## src/rtl/seg7_pkg.sv

```systemverilog
// Shared gfedcba 7-segment code table and its reverse decode.
// The display encoder and the capture decoder both use this package.
package seg7_pkg;

  localparam logic [6:0] SEG_0     = 7'h3F;
  localparam logic [6:0] SEG_1     = 7'h06;
  localparam logic [6:0] SEG_2     = 7'h5B;
  localparam logic [6:0] SEG_3     = 7'h4F;
  localparam logic [6:0] SEG_4     = 7'h66;
  localparam logic [6:0] SEG_5     = 7'h6D;
  localparam logic [6:0] SEG_6     = 7'h7D;
  localparam logic [6:0] SEG_7     = 7'h07;
  localparam logic [6:0] SEG_8     = 7'h7F;
  localparam logic [6:0] SEG_9     = 7'h6F;
  localparam logic [6:0] SEG_A     = 7'h77;
  localparam logic [6:0] SEG_B     = 7'h7C;
  localparam logic [6:0] SEG_C     = 7'h39;
  localparam logic [6:0] SEG_D     = 7'h5E;
  localparam logic [6:0] SEG_E     = 7'h79;
  localparam logic [6:0] SEG_F     = 7'h71;
  localparam logic [6:0] SEG_BLANK = 7'h00;

  typedef struct packed {
    logic       legal;
    logic       blank;
    logic [3:0] nibble;
  } seg7_dec_t;

  function automatic seg7_dec_t seg7_decode(input logic [6:0] seg);
    seg7_dec_t d;
    d.legal  = 1'b1;
    d.blank  = 1'b0;
    d.nibble = 4'h0;
    case (seg)
      SEG_0:     d.nibble = 4'h0;
      SEG_1:     d.nibble = 4'h1;
      SEG_2:     d.nibble = 4'h2;
      SEG_3:     d.nibble = 4'h3;
      SEG_4:     d.nibble = 4'h4;
      SEG_5:     d.nibble = 4'h5;
      SEG_6:     d.nibble = 4'h6;
      SEG_7:     d.nibble = 4'h7;
      SEG_8:     d.nibble = 4'h8;
      SEG_9:     d.nibble = 4'h9;
      SEG_A:     d.nibble = 4'hA;
      SEG_B:     d.nibble = 4'hB;
      SEG_C:     d.nibble = 4'hC;
      SEG_D:     d.nibble = 4'hD;
      SEG_E:     d.nibble = 4'hE;
      SEG_F:     d.nibble = 4'hF;
      SEG_BLANK: begin
        d.legal = 1'b0;
        d.blank = 1'b1;
      end
      default:   d.legal = 1'b0;
    endcase
    return d;
  endfunction

endpackage

```

## src/rtl/seg7_to_hex.sv

```systemverilog
// Combinational reverse of the hex-to-7-segment encoder.
module seg7_to_hex
  import seg7_pkg::*;
(
  input  logic [6:0] seg,
  output logic       legal,
  output logic       blank,
  output logic [3:0] nibble
);

  seg7_dec_t dec;

  always_comb begin
    dec    = seg7_decode(seg);
    legal  = dec.legal;
    blank  = dec.blank;
    nibble = dec.nibble;
  end

endmodule

```

## src/rtl/seg7_capture_decoder.sv

```systemverilog
// Samples a multiplexed 7-segment bus, waits for a stable pattern, and
// stores the decoded hex digit for the selected position.
module seg7_capture_decoder
  import seg7_pkg::*;
#(
  parameter int NUM_DIGITS    = 4,
  parameter int STABLE_CYCLES = 4
) (
  input  logic                    i_clk,
  input  logic                    i_rst_n,
  input  logic [6:0]              i_seg_gfedcba,
  input  logic [NUM_DIGITS-1:0]   i_digit_sel,
  output logic [4*NUM_DIGITS-1:0] o_value,
  output logic [NUM_DIGITS-1:0]   o_digit_valid,
  output logic                    o_update,
  output logic                    o_error,
  output logic                    o_error_sticky
);

  localparam int CW = $clog2(STABLE_CYCLES) + 1;
  localparam int SW = NUM_DIGITS + 7;
  localparam int IW = (NUM_DIGITS > 1) ? $clog2(NUM_DIGITS) : 1;
  localparam logic [CW-1:0] CNT_MAX = CW'(STABLE_CYCLES - 1);

  function automatic logic is_onehot(input logic [NUM_DIGITS-1:0] sel);
    return (sel != '0) && ((sel & (sel - 1'b1)) == '0);
  endfunction

  function automatic logic [IW-1:0] onehot_index(input logic [NUM_DIGITS-1:0] sel);
    logic [IW-1:0] idx;
    idx = '0;
    for (int i = 0; i < NUM_DIGITS; i++) begin
      if (sel[i]) idx = IW'(i);
    end
    return idx;
  endfunction

  logic [SW-1:0]         in_w;
  logic [SW-1:0]         s_q;
  logic [SW-1:0]         p_q;
  logic [CW-1:0]         cnt_q;
  logic                  lock_q;
  logic [NUM_DIGITS-1:0] s_sel;
  logic [6:0]            s_seg;
  logic                  accept;
  logic                  legal;
  logic                  blank;
  logic [3:0]            nibble;
  logic [IW-1:0]         idx;

  assign in_w  = {i_digit_sel, i_seg_gfedcba};
  assign s_sel = s_q[SW-1:7];
  assign s_seg = s_q[6:0];
  assign idx   = onehot_index(s_sel);

  // Count tracks the sample about to land in S against the one landing in P,
  // so accept fires STABLE_CYCLES-1 edges after first capture.
  assign accept = (cnt_q == CNT_MAX) && !lock_q && (s_q == p_q) && is_onehot(s_sel);

  seg7_to_hex u_dec (
    .seg    (s_seg),
    .legal  (legal),
    .blank  (blank),
    .nibble (nibble)
  );

  always_ff @(posedge i_clk) begin
    if (!i_rst_n) begin
      s_q            <= '0;
      p_q            <= '0;
      cnt_q          <= '0;
      lock_q         <= 1'b0;
      o_value        <= '0;
      o_digit_valid  <= '0;
      o_update       <= 1'b0;
      o_error        <= 1'b0;
      o_error_sticky <= 1'b0;
    end else begin
      p_q <= s_q;
      s_q <= in_w;
      if (in_w != s_q) begin
        cnt_q  <= '0;
        lock_q <= 1'b0;
      end else begin
        if (cnt_q != CNT_MAX) cnt_q <= cnt_q + CW'(1);
        if (accept) lock_q <= 1'b1;
      end

      o_update <= accept;
      o_error  <= accept && !legal && !blank;
      if (accept && !legal && !blank) o_error_sticky <= 1'b1;

      if (accept) begin
        if (legal) begin
          o_value[4*idx +: 4] <= nibble;
          o_digit_valid[idx]  <= 1'b1;
        end else if (blank) begin
          o_value[4*idx +: 4] <= 4'h0;
          o_digit_valid[idx]  <= 1'b0;
        end else begin
          o_digit_valid[idx]  <= 1'b0;
        end
      end
    end
  end

endmodule

```

## config.mk

```make
export PLATFORM = sky130hd
export DESIGN_NAME = seg7_capture_decoder
export DESIGN_NICKNAME = d
export VERILOG_FILES = /design/src/rtl/seg7_pkg.sv /design/src/rtl/seg7_to_hex.sv /design/src/rtl/seg7_capture_decoder.sv
export SDC_FILE = /design/constraint.sdc
export NUM_CORES = 1
export LEC_CHECK = 0
export BUFFER_PORTS_ARGS = -buffer_cell sky130_fd_sc_hd__buf_2
export CAP_MARGIN = 0
export CELL_PAD_IN_SITES_DETAIL_PLACEMENT = 1
export CELL_PAD_IN_SITES_GLOBAL_PLACEMENT = 1
export CORE_UTILIZATION = 46
export DETAILED_ROUTE_END_ITERATION = 10
export PLACE_DENSITY = 0.95
export SLEW_MARGIN = 20
export SYNTH_ARGS = -nofsm -noshare
export SYNTH_HDL_FRONTEND = slang
export SYNTH_SLANG_ARGS = --single-unit
```

## constraint.sdc

```tcl
create_clock -name i_clk -period 3.7 [get_ports i_clk]
set_input_delay 0.555 -clock i_clk [delete_from_list [all_inputs] [get_ports i_clk]]
set_output_delay 0.555 -clock i_clk [all_outputs]
set_load 0.005 [all_outputs]
```

==> results.txt, run 1 <==
Iteration-0 DRC Markers -> 65
final core occ -> 54.9%
sequential area share after synthesis -> 40.7%
Yosys cell types -> 54
synth top area cells -> dfxtp_1, xor2_1, and2_1
Via density -> 5.67
TNS Setup -> 0 ns
antenna violations before repair -> 0
Detailed Place HPWL -> 4.63 mm
Syn Area/Cell -> 8.92 sq um
Starting Density -> 49.4%
cell mode on critical path -> ha_1
Power, Total -> 0.000984 W
Post-CTS Setup Inserts -> 0
CTS tree -> built
Fin. Hold Viols -> 0
pwr/cell area -> 367 mW/mm^2
DRT antenna net count -> 0
Ports -> 36
Max Cap Viol -> 0
maximum vdd drop -> 0.000223 V
Cells after Synth -> 270
Final Max Slew Viols -> 0
first-pass GRT wire length -> 10.4 mm
die width -> 74.4 um
clk sinks -> 49
Crit path required time -> 3.94 ns
CP top delay family -> simple AND/OR/NAND/NOR gates
Num CTS Buffers -> 5
# nets final -> 317
H-Tree Depth -> 2
filler cell count -> 596
Lkg Pwr -> 1.10 nW
Die Ht -> 74.4 um
Bufs and invs on worst path -> 0
core region area -> 0.00488 sq mm
most frequent cells in the layout -> dfxtp_1, buf_2, nand2_1
Arrival @ worst endpoint -> 2.85 ns
largest net degree at the start of global routing -> 41
DRT Pass-1 Iters -> 4
Hold Buf Count CTS -> 0
syn_nets -> 290
yosys warns -> 0
proportion of layout cells with a drive suffix above 1 -> 17.8%
Period Utilization, post-route -> 70.6%
die area -> 0.00553 sq mm
Setup Skew -> 0.00659 ns
register bit total from synthesis -> 49
Post-Route WL -> 6.35 mm
Least-Margin Pin Slew -> 0.785 ns
FP Rows -> 25
CTS resizes -> 0
Setup WS pre-CTS -> 1.14 ns
RSZ-0062 raised after global routing -> no
max frequency -> 383 MHz
Clock Root Buffer -> clkbuf_8
CP endpoint kind -> flip-flop
Port Buffers -> 35
Worst path slowest cell -> and3_1
Worst-Skew Late Latency -> 0.31 ns
Hold Crit Class -> flip-flop to flip-flop
CP Class -> flip-flop to flip-flop
Synth async-reset ratio -> 0%
post-synth top area share -> 40.7%
Mapped Area -> 0.00241 sq mm
Post-synth EDFFs -> 0
normalized max-slew margin -> 47.6%
CP Max Fanout -> 15
drt drc -> 0
gpl congestion -> 0.824
clock slew at reported path FFs -> 0.09 ns
Final setup viols -> 0
Area growth syn-to-layout -> 11.3%
final worst setup slack -> 1.09 ns
Synth area leader -> dfxtp_1
most common cell after layout, fill and taps aside -> dfxtp_1
vias in the first global route -> 2178
clk buf depth -> 2
startpoint types -> flip-flop
Tmin final -> 2.61 ns
grt ovf -> 0
drt wl/cell -> 17.4 um
Synth Flop Type -> dfxtp_1
diode count -> 0
gr usage total -> 25.2%
status -> complete, no violations
CP cell instances -> ha_1 -> ha_1 -> nand2b_1 -> a221o_1 -> a211oi_2 -> and3_1 -> nand3_1 -> o22ai_1
max incr delay on CP -> 0.55 ns
Via Count -> 2070
-- per-layer routing --
metal,global-route usage (%),vias to the layer above,share of wire (%)
met5,0,-,0
met4,13.0,0,3.7
met1,28.5,996,43
met3,5.01,22,2.8
met2,44.6,51,50
li1,-,1001,-
-- synthesized netlist by cell type (3+ instances only) --
cell / number
mux2i_1: 4
a21oi_1: 9
and2_1: 19
xnor2_1: 5
o22ai_1: 11
buf_2: 7
nand4_1: 7
clkbuf_1: 6
a31o_1: 4
nand2b_1: 3
o21ai_1: 5
nand2_1: 31
ha_1: 7
inv_1: 8
nor4_1: 5
nor2_1: 16
buf_4: 3
a211oi_2: 3
xor2_1: 16
and3_1: 4
nor3_1: 5
nand3_1: 6
dfxtp_1: 49
-- final timing paths --
kind	startpoint	end	slack [ns]	cells past startpoint
setup / recovery	cnt_q[0]$_SDFFE_PP0P_	o_value[10]$_SDFFE_PN0P_	1.09	8
hold / removal	o_value[14]$_SDFFE_PN0P_	o_value[14]$_SDFFE_PN0P_	0.45	2
setup reg to reg	cnt_q[0]$_SDFFE_PP0P_	o_value[10]$_SDFFE_PN0P_	1.09	8
hold reg to reg	o_value[14]$_SDFFE_PN0P_	o_value[14]$_SDFFE_PN0P_	0.45	2
-- final cells by class --
cell class	count	area, sq um	area share (%)
Multi-Input combinational cell	195	1310	48.9
Sequential cell	49	981	36.6
Timing Repair Buffer	36	183	6.81
Tap cell	67	83.8	3.13
Clock buffer	6	72.6	2.71
Inverter	10	37.5	1.40
Clock inverter	2	13.8	0.513
-- logic make-up after synthesis --
kind of cell             Yosys count  share of synthesized area [%]
AO/OA/AOI/OAI                     52                           16.7
multiplexers                       4                           1.66
adder cells (fa/ha/maj)            7                           3.64
buffers and inverters             26                           4.88
XOR/XNOR                          21                           7.64
AND/OR/NAND/NOR                  111                           24.8
flip-flops                        49                           40.7
-- worst register-to-register path, stage by stage (launching register included) --
cell and delay [ns]:
dfxtp_1 0.37, ha_1 0.16, ha_1 0.26, nand2b_1 0.09, a221o_1 0.28, a211oi_2 0.32, and3_1 0.55, nand3_1 0.27
o22ai_1 0.24
-- flip-flops by register name, indices dropped and copies added, names as in the netlist, named ones only --
register,count
o_value,16
cnt_q,3
o_error_sticky,1
lock_q,1
o_update,1
p_q,11
s_q,11
o_error,1
-- metrics by stage --
stage | instances | hold slack, ns | instance area [sq um]
after CTS | 365 | 0.458 | 2680
after floorplan | 270 | 0.431 | 2410
final | 365 | 0.452 | 2680
after detailed placement | 357 | 0.445 | 2590
after global routing | 365 | 0.467 | 2680
after global placement | 357 | 0.438 | 2590
-- power breakdown --
group          switching, W  leakage (nW)  internal, W
combinational     0.0000544         0.653    0.0000369
sequential        0.0000252         0.399     0.000538
clock              0.000194        0.0456     0.000135
(Power assumes the default switching activity.)
==> run 2, diff against run 1 <==
Settings changed: CORE_UTILIZATION 46 to 38, PLACE_DENSITY 0.95 to 0.86.
Clock period 3.7 ns to 2.4 ns, I/O delays scaled along.
==> results.txt, run 2 (synthesis gave the netlist of run 1 again) <==
status -> complete, no violations
Lkg Pwr -> 1.16 nW
clk buf depth -> 2
TNS Setup -> 0 ns
antenna violations before repair -> 0
die area -> 0.00666 sq mm
Arrival @ worst endpoint -> 2.41 ns
FF-to-FF Start -> cnt_q[0]$_SDFFE_PP0P_
CP Class -> flip-flop to flip-flop
CP endpoint kind -> flip-flop
Placed Cells -> 375
Period Utilization, post-route -> 93.0%
first-pass GRT wire length -> 10.5 mm
Cell Int Power -> 0.00121 W
Port Buffers -> 35
Starting Density -> 40.0%
FP Rows -> 28
pwr/cell area -> 576 mW/mm^2
Via density -> 5.36
Detailed Place HPWL -> 4.60 mm
min-delay src -> i_digit_sel[1]
# nets final -> 327
largest registers -> o_value (16), p_q (11), s_q (11)
final worst setup slack -> 0.169 ns
clk sinks -> 49
Via Count -> 2051
Hold Crit Class -> input port to flip-flop
gr usage total -> 20.9%
die width -> 81.6 um
Iteration-0 DRC Markers -> 143
Die Ht -> 81.6 um
gpl congestion -> 0.769
CP Max Fanout -> 5
CTS tree -> built
DRT Pass-1 Iters -> 4
Setup Skew -> 0.00529 ns
clock power share -> 36.9%
Comb power frac -> 10.1%
Max Cap Viol -> 0
Worst-Skew Late Latency -> 0.30 ns
switching share of power -> 25.1%
final std cells w/o fill -> 383
Top reg by flops -> o_value
core region area -> 0.00603 sq mm
RSZ-0062 raised after global routing -> no
vias in the first global route -> 2154
Final setup viols -> 0
Crit path required time -> 2.58 ns
drt drc -> 0
sequential share of power -> 53.1%
normalized max-slew margin -> 61.2%
maximum vdd drop -> 0.000301 V
largest net degree at the start of global routing -> 27
grt ovf -> 0
Power, Total -> 0.00161 W
diode count -> 0
Post-Route WL -> 6.15 mm
Reg2Reg Depth -> 8
Largest register FFs -> 16
proportion of layout cells with a drive suffix above 1 -> 20.8%
H-Tree Depth -> 2
most common cell after layout, fill and taps aside -> dfxtp_1
Post-CTS Setup Inserts -> 0
Final Max Slew Viols -> 0
Area growth syn-to-layout -> 16.4%
Setup WS pre-CTS -> 0.0362 ns
post-route cell area -> 0.00280 sq mm
Fin. Hold Viols -> 0
drt wl/cell -> 16.0 um
crit path from -> cnt_q[0]$_SDFFE_PP0P_
Ports -> 36
NetSw -> 0.000404 W
most frequent cells in the layout -> dfxtp_1, buf_2, nand2_1
clock slew at reported path FFs -> 0.09 ns
DRT antenna net count -> 0
Least-Margin Pin Slew -> 0.580 ns
hold path cells -> 2
placed cell areas -> 0.00268 sq mm
Clock Root Buffer -> clkbuf_8
Num CTS Buffers -> 5
Tmin final -> 2.23 ns
max frequency -> 448 MHz
startpoint types -> flip-flop
## run 2: timing repair
action	CTS	global route
hold buffers	0	0
endpoints found under the setup margin	0	18
gates resized for setup	0	3
## run 2: critical path: stages, from the launching register on
cell	delay, ns
dfxtp_1	0.36
ha_1	0.17
ha_1	0.25
nand2b_1	0.08
a221o_1	0.30
a211oi_4	0.27
nand3_1	0.22
a211oi_2	0.33
o22ai_1	0.12
## run 2: path summary, 6_finish.rpt
kind         slack (ns)                       end
min                0.27         s_q[8]$_SDFF_PN0_
max reg2reg        0.17  o_value[11]$_SDFFE_PN0P_
max                0.17  o_value[11]$_SDFFE_PN0P_
min reg2reg        0.46   o_value[4]$_SDFFE_PN0P_
## run 2: metal layers
layer,vias to the layer above,global-route usage (%),wire length (um)
li1,1025,-,-
met1,980,24.3,2650
met2,36,37.7,3160
met3,10,2.67,163
met4,0,10.4,170
met5,-,0,0
## run 2: area by class of cell
cell class,instances,area (sq um)
clock buffers,6,72.6
clock inverters,2,38.8
fillers,720,3220
inverters,10,37.5
multi-input cells,195,1320
flip-flops and latches,49,981
well taps,75,93.8
repair buffers,46,258
## run 2: power groups by stage
stage | clock (W) | sequential [W] | combinational, W
2_1_floorplan | 0 | 0.000859 | 0.000121
3_3_place_gp | 0 | 0.000874 | 0.000153
3_5_place_dp | 0 | 0.000876 | 0.000158
4_1_cts | 0.000615 | 0.000857 | 0.000161
5_1_grt | 0.000650 | 0.000861 | 0.000182
6_report | 0.000595 | 0.000857 | 0.000162
## run 2: through the flow
stage                     utilization [%]  hold WS (ns)
after floorplan                         -         0.431
after global placement               44.5         0.444
after detailed placement             44.5         0.449
after CTS                            46.3         0.263
after global routing                 46.5         0.271
final                                46.5         0.273
